===== src/rtl/sync_fifo_pkg.sv =====
// Shared helpers for the sync_fifo_flags slice: pointer sizing, depth legality,
// and default almost-full/almost-empty thresholds.
package sync_fifo_pkg;

  localparam int MIN_DEPTH     = 2;
  localparam int AF_MARGIN     = 2;  // default almost_full sits this far below DEPTH
  localparam int DEF_AE_THRESH = 2;

  // Pointer carries one extra wrap bit above the memory address.
  function automatic int ptr_w(input int depth);
    return $clog2(depth) + 1;
  endfunction

  function automatic bit depth_ok(input int depth);
    return (depth >= MIN_DEPTH) && ((depth & (depth - 1)) == 0);
  endfunction

endpackage


===== src/rtl/sync_fifo_mem.sv =====
// DEPTH x WIDTH register array: one synchronous write port, one asynchronous
// read port. Contents are intentionally not reset.
module sync_fifo_mem #(
  parameter int WIDTH = 32,
  parameter int DEPTH = 16,
  localparam int AW   = $clog2(DEPTH)
) (
  input  logic             clk,
  input  logic             we,
  input  logic [AW-1:0]    waddr,
  input  logic [WIDTH-1:0] wdata,
  input  logic [AW-1:0]    raddr,
  output logic [WIDTH-1:0] rdata
);

  logic [DEPTH-1:0][WIDTH-1:0] mem;

  always_ff @(posedge clk) begin
    if (we) mem[waddr] <= wdata;
  end

  assign rdata = mem[raddr];

endmodule


===== src/rtl/sync_fifo_flags.sv =====
// Single-clock FIFO with count, almost-full/empty thresholds and sticky error
// flags. Define SYNC_FIFO_FWFT_EN for first-word-fall-through output.
module sync_fifo_flags
  import sync_fifo_pkg::*;
#(
  parameter int WIDTH     = 32,
  parameter int DEPTH     = 16,
  parameter int AF_THRESH = DEPTH - AF_MARGIN,
  parameter int AE_THRESH = DEF_AE_THRESH,
  localparam int PW       = ptr_w(DEPTH)
) (
  input  logic             clk,
  input  logic             rst,
  input  logic             wr_en,
  input  logic [WIDTH-1:0] data_in,
  input  logic             rd_en,
  output logic [WIDTH-1:0] data_out,
  output logic             full,
  output logic             empty,
  output logic             almost_full,
  output logic             almost_empty,
  output logic [PW-1:0]    count,
  output logic             overflow,
  output logic             underflow,
  input  logic             err_clr
);

  localparam int AW = PW - 1;
  localparam logic [PW-1:0] AF_T = PW'(AF_THRESH);
  localparam logic [PW-1:0] AE_T = PW'(AE_THRESH);

  if (!depth_ok(DEPTH)) begin : g_bad_depth
    $error("sync_fifo_flags: DEPTH must be a power of two >= 2");
  end
  if (AE_THRESH >= AF_THRESH) begin : g_bad_thresh
    $error("sync_fifo_flags: AE_THRESH must be below AF_THRESH");
  end

  logic [PW-1:0]    wr_ptr, rd_ptr, count_q;
  logic             wr_acc, rd_acc;
  logic [AW-1:0]    rd_addr;
  logic [WIDTH-1:0] mem_rdata;
  logic [WIDTH-1:0] dout_q;

  // Flags come only from registered pointers/count, never from wr_en/rd_en.
  assign full  = (wr_ptr[AW-1:0] == rd_ptr[AW-1:0]) && (wr_ptr[AW] != rd_ptr[AW]);
  assign empty = (wr_ptr == rd_ptr);
  assign almost_full  = (count_q >= AF_T);
  assign almost_empty = (count_q <= AE_T);
  assign count    = count_q;
  assign data_out = dout_q;

  assign wr_acc = wr_en && !full;
  assign rd_acc = rd_en && !empty;

`ifdef SYNC_FIFO_FWFT_EN
  // Look one entry past the head so the register can preload the next word on a pop.
  assign rd_addr = rd_ptr[AW-1:0] + AW'(1);
`else
  assign rd_addr = rd_ptr[AW-1:0];
`endif

  sync_fifo_mem #(
    .WIDTH (WIDTH),
    .DEPTH (DEPTH)
  ) u_mem (
    .clk   (clk),
    .we    (wr_acc),
    .waddr (wr_ptr[AW-1:0]),
    .wdata (data_in),
    .raddr (rd_addr),
    .rdata (mem_rdata)
  );

  always_ff @(posedge clk) begin
    if (rst) begin
      wr_ptr  <= '0;
      rd_ptr  <= '0;
      count_q <= '0;
    end else begin
      if (wr_acc) wr_ptr <= wr_ptr + PW'(1);
      if (rd_acc) rd_ptr <= rd_ptr + PW'(1);
      case ({wr_acc, rd_acc})
        2'b10:   count_q <= count_q + PW'(1);
        2'b01:   count_q <= count_q - PW'(1);
        default: count_q <= count_q;
      endcase
    end
  end

  // A new error in the same cycle as err_clr wins, so no event is lost.
  always_ff @(posedge clk) begin
    if (rst) begin
      overflow  <= 1'b0;
      underflow <= 1'b0;
    end else begin
      if (wr_en && full)     overflow <= 1'b1;
      else if (err_clr)      overflow <= 1'b0;
      if (rd_en && empty)    underflow <= 1'b1;
      else if (err_clr)      underflow <= 1'b0;
    end
  end

`ifdef SYNC_FIFO_FWFT_EN
  // Head register: preload from memory on a pop, or bypass data_in when the
  // incoming word becomes the new head (empty FIFO, or last word popped).
  always_ff @(posedge clk) begin
    if (rst) begin
      dout_q <= '0;
    end else if (rd_acc) begin
      if (count_q != PW'(1)) dout_q <= mem_rdata;
      else if (wr_acc)       dout_q <= data_in;
    end else if (empty && wr_acc) begin
      dout_q <= data_in;
    end
  end
`else
  always_ff @(posedge clk) begin
    if (rst)         dout_q <= '0;
    else if (rd_acc) dout_q <= mem_rdata;
  end
`endif

endmodule


===== config.mk =====
export PLATFORM = sky130hd
export DESIGN_NAME = sync_fifo_flags
export DESIGN_NICKNAME = d
export VERILOG_FILES = /design/src/rtl/sync_fifo_pkg.sv /design/src/rtl/sync_fifo_mem.sv /design/src/rtl/sync_fifo_flags.sv
export SDC_FILE = /design/constraint.sdc
export NUM_CORES = 1
export LEC_CHECK = 0
export ABC_AREA = 0
export CORE_ASPECT_RATIO = 1.5
export CORE_MARGIN = 2
export CORE_UTILIZATION = 55
export DETAILED_ROUTE_END_ITERATION = 7
export GPL_ROUTABILITY_DRIVEN = 0
export PLACE_DENSITY = 0.73
export SLEW_MARGIN = 20
export SYNTH_ARGS = -nofsm -noshare
export SYNTH_HDL_FRONTEND = slang
export SYNTH_SLANG_ARGS = --single-unit

===== constraint.sdc =====
create_clock -name clk -period 3.8 [get_ports clk]
set_input_delay 0.76 -clock clk [delete_from_list [all_inputs] [get_ports clk]]
set_output_delay 0.76 -clock clk [all_outputs]
set_load 0.02 [all_outputs]

### After elaboration in Yosys (flattened, before gate mapping)

Cells that the tools add are included.

* $add $sub $neg: 4
* order comparisons: 5
* equality and inequality tests: 5
* mux-type cells: 9
* reduce and logical (&&, ||, !) cells: 11

Operator list (number)
* 512-bit bitwise mux: 1
* 32-bit binary-select mux with 4-bit select: 1
* 32-bit demux with 4-bit select: 1
* 32-bit 2-to-1 mux: 2
* 5-bit by 1-bit adder with 5-bit output (second input constant): 3
* 4-bit by 5-bit < comparator with 1-bit output (second input constant): 2
* 5-bit one-hot mux with 2 select lines: 1
* 1-bit logical AND: 6
* 2-bit nonzero test: 3
* 5-bit == test: 1
* 5-bit by 4-bit >= comparator with 1-bit output (second input constant): 1
* 5-bit by 2-bit less-or-equal comparator with 1-bit output (second input constant): 1
* 5-bit by 1-bit subtractor with 5-bit output (second input constant): 1
* 4-bit == test: 1
* 4-bit by 1-bit >= comparator with 1-bit output (second input constant): 1
* 1-bit 2-to-1 mux: 3
* 2-bit by 1-bit == test with 1-bit output (second input constant): 1
* 2-bit == test (second input constant): 1
* 1-bit zero test: 2
* 1-bit != test: 1

* register bits after elaboration: 561
* input bits: 37
* output and inout port bits: 43
* word-level logic and storage cells: 56

### Longest topological paths before layout

* depth after elaboration: 6
* depth in mapped cells: 15
* mapped depth without buffers: 12

### Hierarchy

Synthesis repeated with hierarchy kept, for this count alone.

* cell total of the unflattened synthesis: 1055
* area, all modules: 21297.9 um2

Modules (own cells, without submodules)
* sync_fifo_mem: instances 1, cells an instance 811, area each 19218.4 um2, sequential area each 15374.7 um2
* sync_fifo_flags: instances 1, cells an instance 244, area each 2079.5 um2, sequential area each 980.9 um2

### Least setup slack after synthesis

OpenSTA, ideal clock, no wires.

* kind: register to register
* start: reg rd_ptr[1]
* end: reg u_mem.mem[100] (netlist bit) (enable)
* library setup time: 461 ps
* data arrival time: 3118 ps
* data required time: 3339 ps
* path slack: 221 ps
* stages on the path, launching flop included: 6
* path buffers: 1
* clock period less this slack: 3579 ps
* cell sequence: dfxtp_1 buf_4 xnor2_1 nand4_1 o211ai_1 nor3_1

* word-level cells in the longest chain between the ends: 4

RTL lines
* start, declared: line sync_fifo_flags.sv:39 `logic [PW-1:0] wr_ptr, rd_ptr, count_q;`
* start signal, assigned: line sync_fifo_flags.sv:82 `if (rd_acc) rd_ptr <= rd_ptr + PW'(1);`
* 4-bit == test: line sync_fifo_flags.sv:46 `assign full = (wr_ptr[AW-1:0] == rd_ptr[AW-1:0]) && (wr_ptr[AW] != rd_ptr[AW]);`
* 1-bit logical AND: line sync_fifo_flags.sv:46
* 1-bit zero test: line sync_fifo_flags.sv:53 `assign wr_acc = wr_en && !full;`
* 1-bit logical AND: line sync_fifo_flags.sv:53
* end signal, assigned by index: line sync_fifo_mem.sv:19 `if (we) mem[waddr] <= wdata;`
* end, declared: line sync_fifo_mem.sv:16 `logic [DEPTH-1:0][WIDTH-1:0] mem;`

Every way passes these cells.
A chain may end at the register's enable or synchronous reset.

### Final worst setup path

* start: reg wr_ptr[3]
* end: out full

* word-level cells in the longest chain between the ends: 2

RTL lines
* start, declared: line sync_fifo_flags.sv:39
* start signal, assigned: line sync_fifo_flags.sv:81 `if (wr_acc) wr_ptr <= wr_ptr + PW'(1);`
* 4-bit == test: line sync_fifo_flags.sv:46
* 1-bit logical AND: line sync_fifo_flags.sv:46
* end, declared: line sync_fifo_flags.sv:18 `output logic full,`

Every way passes these cells.

==> impl_metrics.json <==
{
  "vias": 10800,
  "crit_path_end_kind": "output pin",
  "path_cells": "xnor2_1 -> nand4_1 -> nor2_1 -> clkdlybuf4s50_1",
  "power.leakage_nw": 7.71,
  "grt_overflow": 0,
  "dieWidth_um": 166,
  "drtPass1Iterations": 5,
  "antenna_found_initial": 0,
  "synth_cell_types": 43,
  "die_h_um": 247,
  "power.density_nw_per_um2": 541,
  "cts_tree": "done",
  "syn_area_um2": 21700,
  "holdPathStages": 2,
  "cts_buffers": 49,
  "synth-simple-area-share_pct": 4.43,
  "hold_class": "register to register",
  "drt-total-wl_mm": 44.1,
  "final_core_util_pct": 63.1,
  "final.setup.tns_ns": 0,
  "ant_nets": 0,
  "critPathSlowestCell": "clkdlybuf4s50_1",
  "synthAdderAreaFrac_pct": 0.519,
  "rows": 89,
  "crit_type": "register to output pin",
  "start_util_pct": 55.4,
  "drt_iter0_drc": 1011,
  "rsz0062_at_grt": "no",
  "synth_mux_area_share_pct": 13.4,
  "maxCapViolCount": 0,
  "hold_violations": 0,
  "clkSinkCount": 561,
  "nFillCells": 2663,
  "clock_latency_ns": 0.56,
  "root_buffer": "clkbuf_16",
  "synthXorXnorAreaFrac_pct": 0.686,
  "cts_hold_buf": 0,
  "setup_viol": 0,
  "synth_area_leader_cell": "edfxtp_1",
  "numPortBuffers": 79,
  "grt_pass1_vias": 11100,
  "wl_per_cell_um": 24.9,
  "numPlacedInstances": 1679,
  "core-area_um2": 39200,
  "fmax_mhz": 322,
  "cts-resized-gates": 0,
  "yosysTopAreaCellShare_pct": 70.8,
  "drc_errors": 0,
  "area_growth_pct": 14.0,
  "cts_buffer_depth": 3,
  "die_area_um2": 41100,
  "critical_path.max_fanout": 7,
  "slew_violations": 0,
  "worstPathArrival_ns": 2.34,
  "max_stage_delay_ns": 0.63,
  "syn_nets": 1182,
  "finalClockSkew_ns": 0.0128,
  "layout_commonest_cell": "edfxtp_1",
  "tightest_slew_ns": 0.860,
  "avgSynthCellArea_um2": 19.1,
  "cts_setup_buffers": 0,
  "layout_common_cells": "512 x edfxtp_1, 96 x mux4_2, 78 x clkdlybuf4s50_1",
  "status": "completed",
  "synth_top_family_by_area": "multiplexers",
  "ys_seq_elements": 561,
  "clkTransAtPathRegs_ns": 0.06,
  "htreeDepth": 2,
  "ys_top_cells_by_area": "edfxtp_1 71%, mux4_2 10%, dfxtp_1 4.5%",
  "cp-start-kind": "register",
  "grt_pass1_wl_mm": 67.0,
  "dp_hpwl_mm": 24.4,
  "final_cells": 1769,
  "nNetsFinal": 1276,
  "grt_max_degree": 141,
  "required_ns": 3.04,
  "ir_worst_vdd_uv": 389,
  "syn_inst": 1136,
  "drive_above_1_share_pct": 23.1,
  "worstRegToRegCells": 10,
  "via_per_inst": 6.12,
  "grt_use_total_pct": 21.6,
  "ys_seq_area_share_pct": 75.3,
  "slew_headroom_pct": 42.6,
  "synth_compound_area_share_pct": 3.83,
  "yosys_warnings": 0,
  "ioPinCount": 80,
  "min_period_over_period_pct": 81.7,
  "period_minus_slack_ns": 3.10
}
==> path summary, 6_finish.rpt <==
kind	start	slack, ns	to
hold reg to reg	data_out[1]	0.49	data_out[1]
setup reg to reg	wr_ptr[4]	0.77	count[4]
setup / recovery	wr_ptr[3]	0.70	full
hold / removal	data_out[1]	0.49	data_out[1]
==> layout make-up <==
cell class / count / area [um2] / area share (%)
clock inverter: 17 / 170 / 0.688
tap: 500 / 626 / 2.53
sequential: 561 / 16400 / 66.1
antenna: 1 / 2.50 / 0.0101
clock buffer: 72 / 1350 / 5.46
timing repair buffer: 117 / 1200 / 4.84
multi-input combinational: 496 / 5010 / 20.3
inverter: 5 / 18.8 / 0.0758
==> cells in the mapped netlist (all sizes together) <==
master	number
o211ai	2
and2	1
a22oi	1
nand4	2
nor3	65
o21ai	4
nor3b	2
a211oi	65
a21oi	8
nor2b	38
ha	9
edfxtp	512
dfxtp	49
nand2b	3
or4	1
nor2	49
a31o	1
a21o	1
a2111oi	1
clkbuf	36
inv	5
nand3b	2
a211o	1
xnor2	10
o22ai	33
mux2	65
a31oi	1
and3	14
nand3	3
and4	1
buf	38
nand2	6
mux4	96
or3	1
o31ai	1
xor2	7
mux2i	2
==> critical path, delay by kind of cell (launching register included) <==
family        cells  cell delay, ns
flops             1            0.49
buf+inv           1            0.63
simple gates      2            0.50
xor+xnor          1            0.18
==> sequential cells by signal, summed over array words and instances (netlist names) <==
name and flops:
u_mem.mem 512, data_out 32, count 5, rd_ptr 5, wr_ptr 5, overflow 1
underflow 1
==> cell families after synthesis <==
family,after synthesis
and+or+nand+nor,188
muxes,163
AOI/OAI and AO/OA,119
DFF,561
adders and majority gates,9
xor gates and xnor gates,17
buffers and inverters,79
==> layer usage <==
metal | track usage (%) | wire length (um)
met1 | 28.7 | 17800
met5 | 0 | 0
met4 | 6.26 | 994
met2 | 38.1 | 22800
met3 | 2.84 | 2610
==> where the power goes <==
group / internal [mW] / switching, mW
Combinational: 0.690 / 0.897
Sequential: 6.90 / 0.118
Clock: 2.68 / 2.10
==> metrics by stage <==
step	hold slack, ns	power, mW	cell area [um2]	setup WS (ns)
final	0.490	13.4	24800	0.695
after global routing	0.502	13.8	24700	0.538
after CTS	0.494	13.5	24700	0.678
after detailed placement	0.481	8.76	23200	0.477
after global placement	0.480	8.73	23200	0.514
after floorplan	0.543	8.12	21700	0.221
Power figures use the tool's default switching activity.
